[config.mk]
export PLATFORM = sky130hd
export DESIGN_NAME = regfile
export DESIGN_NICKNAME = d
export VERILOG_FILES = /design/src/rtl/regfile.sv
export SDC_FILE = /design/constraint.sdc
export NUM_CORES = 2
export LEC_CHECK = 0
export ABC_AREA = 1
export CORE_MARGIN = 2
export CORE_UTILIZATION = 40
export DETAILED_ROUTE_END_ITERATION = 6
export PLACE_DENSITY_LB_ADDON = 0.2
export SETUP_SLACK_MARGIN = 0.5
export SYNTH_ARGS = -nofsm -noshare
export SYNTH_HDL_FRONTEND = slang
export SYNTH_SLANG_ARGS = --single-unit
[constraint.sdc]
create_clock -name clk_i -period 9.3 [get_ports clk_i]
set_input_delay 2.79 -clock clk_i [delete_from_list [all_inputs] [get_ports clk_i]]
set_output_delay 2.79 -clock clk_i [all_outputs]
set_load 0.01 [all_outputs]
[src/rtl/regfile.sv]
// regfile: RV32I integer register file, 32 x 32-bit, x0 hardwired to zero.
// Two combinational read ports (rs1, rs2) for decode, one synchronous write
// port (rd) for writeback. Synchronous active-high reset clears every register.
// Optional feature macro: REGFILE_BYPASS_EN enables write-through forwarding
// from the rd port to a read port addressing the same register in the same cycle.
module regfile #(
  parameter int DATA_W = 32,
  parameter int ADDR_W = 5
) (
  input  logic              clk_i,
  input  logic              rst_i,
  input  logic              rd_wren,
  input  logic [ADDR_W-1:0] rs1_addr,
  input  logic [ADDR_W-1:0] rs2_addr,
  input  logic [ADDR_W-1:0] rd_addr,
  input  logic [DATA_W-1:0] rd_data,
  output logic [DATA_W-1:0] rs1_data,
  output logic [DATA_W-1:0] rs2_data
);

  localparam int NREGS = 2 ** ADDR_W;

  // x0 has no storage; entries start at index 1.
  logic [DATA_W-1:0] regs_q [1:NREGS-1];
  logic [DATA_W-1:0] regs_d [1:NREGS-1];

  logic rd_valid;
  assign rd_valid = rd_wren && (rd_addr != '0);

  // Next-state of the storage: only the addressed register takes rd_data.
  always_comb begin
    for (int i = 1; i < NREGS; i++) begin
      regs_d[i] = regs_q[i];
      if (rd_valid && (rd_addr == ADDR_W'(i))) begin
        regs_d[i] = rd_data;
      end
    end
  end

  // Storage update; reset wins over a write in the same cycle.
  always_ff @(posedge clk_i) begin
    for (int i = 1; i < NREGS; i++) begin
      if (rst_i) begin
        regs_q[i] <= '0;
      end else begin
        regs_q[i] <= regs_d[i];
      end
    end
  end

  // Read port 1: x0 reads zero, otherwise stored value (optionally forwarded).
  always_comb begin
    rs1_data = '0;
    for (int i = 1; i < NREGS; i++) begin
      if (rs1_addr == ADDR_W'(i)) begin
        rs1_data = regs_q[i];
      end
    end
`ifdef REGFILE_BYPASS_EN
    if (rd_valid && !rst_i && (rs1_addr == rd_addr)) begin
      rs1_data = rd_data;
    end
`else
`endif
  end

  // Read port 2: same behaviour as port 1, decided independently.
  always_comb begin
    rs2_data = '0;
    for (int i = 1; i < NREGS; i++) begin
      if (rs2_addr == ADDR_W'(i)) begin
        rs2_data = regs_q[i];
      end
    end
`ifdef REGFILE_BYPASS_EN
    if (rd_valid && !rst_i && (rs2_addr == rd_addr)) begin
      rs2_data = rd_data;
    end
`else
`endif
  end

endmodule

==> results.ini <==
[logic_synthesis]
yosys-top-cells-area = dfxtp_1, nand2_1, nor2_1
async_flop_share = 0
syn-instance-count = 7921
synth_edf_count = 0
ys_seq_area_frac = 0.3938
synth_warnings = 0
synth_nets = 7971
synthTopCellsByCount = nand2_1, nor2_1, dfxtp_1
yosysTopAreaCell = dfxtp_1
ys.flop_type = dfxtp_1
synth_top_area_frac = 0.3938
synth_cell_types = 28
avgSynthCellArea_um2 = 6.366
syn-cell-area_um2 = 50420
ys_ff_latch = 992
yosysMostFrequentCell = nand2_1

[layout]
largest_register_ffs = 992
multiInputGateArea_um2 = 26620
layout.cells.non_filler = 9666
regArea_um2 = 19860
area_growth_syn_to_layout_pct = 18.55
top_register = regs_q
fin_nets = 7964
fillers = 12590
layout-drive-gt1-share = 0.1153
stdcell_area_um2 = 59780
reg_top3 = regs_q x992

[placed_design]
placed_cells = 9407
port-buffer-count = 113
gp_congestion = 0.9742
dpl.hpwl_um = 146300
dpl_cell_area_um2 = 54870

[power_and_ir_drop]
power.density_nw_per_um2 = 166.1
cellLeakagePower_uw = 0.02087
total_power_uw = 9928
ir_drop_v = 0.0001924

[routing]
wl_per_cell_um = 22.42
drt_wl_total_um = 216700
drt_iter0_drc = 7766
ant_nets = 0
drcViolationCount = 0
vias_per_cell = 5.731
vias = 55400
drtPass1Iterations = 6

[global_routing]
grt_pass1_vias = 50580
grt_max_degree = 192
grt.total_usage = 0.3209
grt_pass1_wl_um = 321600
overflow = 0
grt_antenna_before_repair = 11

[floorplan]
die_area_um2 = 128900
start_util = 0.4021
die_h_um = 359.1
num_rows = 130
coreArea_um2 = 125400
pin_count = 114
die_width_um = 359.1

[setup_path]
path_class = in -> out
r2r_cells = 2
cpMaxStageDelayCell = dlygate4sd2_1
path_cells = buf_8 > buf_12 > inv_4 > nor2_4 > buf_12 > buf_4 > nand4_1 > nand3_1 > nor2_1 > nand4_1 > nor2_1 > nand4_1 > nor2_1 > nand4_1 > nor2_2 > nand4_1 > nor2_1 > nand4_1 > nor2_1 > nand4_1 > nor2_1 > nand4_1 > dlygate4sd2_1
crit_path_start = rs2_addr[1]
reg2reg_slack_ps = 8530
start_kind = primary input
crit_end = rs2_data[30]
r2r-start = regs_q[0][139]$_SDFFE_PP0P_
endpoint_kind = output pin
crit_required_ps = 6510
crit_top_cell = nand4_1
arrival_ps = 5990
r2r_end = regs_q[0][139]$_SDFFE_PP0P_
cp_max_fo = 7
critical_path.max_stage_delay_ps = 300

[timing]
max_slew_margin = 0.1865
rsz0062_at_grt = yes
drv_slew = 0
hold_viol_final = 0
min_period_ps = 8782
finalClockSkew_ps = 0
fmax_mhz = 113.9
min_period_over_period = 0.9442
hold_slack_ps = 474.8
finalSetupViolations = 0
tightest_slew_ps = 1220

[clock_network]
h-tree-depth = 3
cts_tree = done
clock_sinks = 992
cts_buffers = 114
clock_latency_ps = 750
clockBufferDepth = 3
root_buffer = clkbuf_16
hold_buffers = 0
path_clk_slew_ps = 60

[min_path]
hold_path_depth = 2
hold_class = reg -> reg
min-delay-start = regs_q[1][195]$_SDFFE_PP0P_

[outcome]
status = finished clean

[job]
max-cap-violations = 0

[logic make-up after synthesis]
family          count (synthesis)  synth area share
simple gates                 4622            0.3846
compound gates               1102            0.1298
flops                         992            0.3938
buf+inv                      1205           0.09173
[worst min path at each step]
| stage | end | slack (ps) |
|---|---|---|
| finish | regs_q[1][195]$_SDFFE_PP0P_ | 470 |
| global route | regs_q[0][374]$_SDFFE_PP0P_ | 490 |
| CTS | regs_q[1][89]$_SDFFE_PP0P_ | 480 |
| detailed placement | regs_q[1][321]$_SDFFE_PP0P_ | 470 |
| global placement | regs_q[1][466]$_SDFFE_PP0P_ | 460 |
| floorplan | regs_q[0][500]$_SDFFE_PP0P_ | 450 |
[power by group]
part	leakage, uW	switching, uW	internal (uW)
registers	0.00800	25.4	4290
clock network	0.00202	1990	2900
logic	0.0109	548	182
total	0.0209	2560	7370
[cells in the final DEF (no fill, tap or decap), types with 6 or more instances in the layout]
cell             instances
buf_6                   13
nor2_4                  17
buf_2                   45
a211oi_1               403
nor3_2                  13
dlygate4sd2_1           24
nand3_1                414
nand4_1                536
or2_2                   10
clkbuf_8                35
inv_1                  531
nand3_2                 17
a21oi_1                620
dfxtp_1                992
nand2_2                 45
buf_8                    8
clkdlybuf4s50_1         14
clkbuf_16              118
inv_2                   13
clkinv_2                28
bufinv_16               12
nor3_1                  36
buf_4                  315
buf_12                  78
o2111ai_1                6
nor2_1                1090
o21ai_0                 68
clkbuf_2                16
inv_4                    6
nor2_2                 114
nand2_1               2318
clkbuf_1                15
[routing by layer]
metal,up-vias,GRT usage,wire length [um]
met5,-,0,19
met4,4,0.1287,8818
met3,470,0.05215,21060
met2,2874,0.4912,94710
met1,26120,0.4485,92110
li1,25930,-,-
[through the flow]
stage	setup WS [ps]	utilization	setup TNS (ps)
after floorplan	1894	-	0
final	518.5	0.4767	0
after global routing	359.8	0.4767	0
after CTS	399.4	0.4743	0
after detailed placement	-254.0	0.4376	-8097
after global placement	-309.0	0.4376	-9017
[what timing repair did]
item | 4_1_cts | 5_1_grt
pin swaps | 197 | 260
cloned | 3 | 2
resized for setup | 277 | 140
endpoints found under the setup margin | 64 | 60
buffers inserted | 24 | 12
[critical path, delay by kind of cell]
family                 cells  cell delay, ps
AND/OR/NAND/NOR           17            2280
buffers and inverters      6             890
[layout make-up]
cell class / count / share of cell area
Antenna cell: 4 / 0.0001674
Clock buffer: 166 / 0.05756
Clock inverter: 48 / 0.01055
Inverter: 558 / 0.03558
Multi-Input combinational cell: 5725 / 0.4454
Sequential cell: 992 / 0.3322
Tap cell: 1650 / 0.03454
Timing Repair Buffer: 523 / 0.08404
Note: power is estimated with default switching activity, not from simulation.
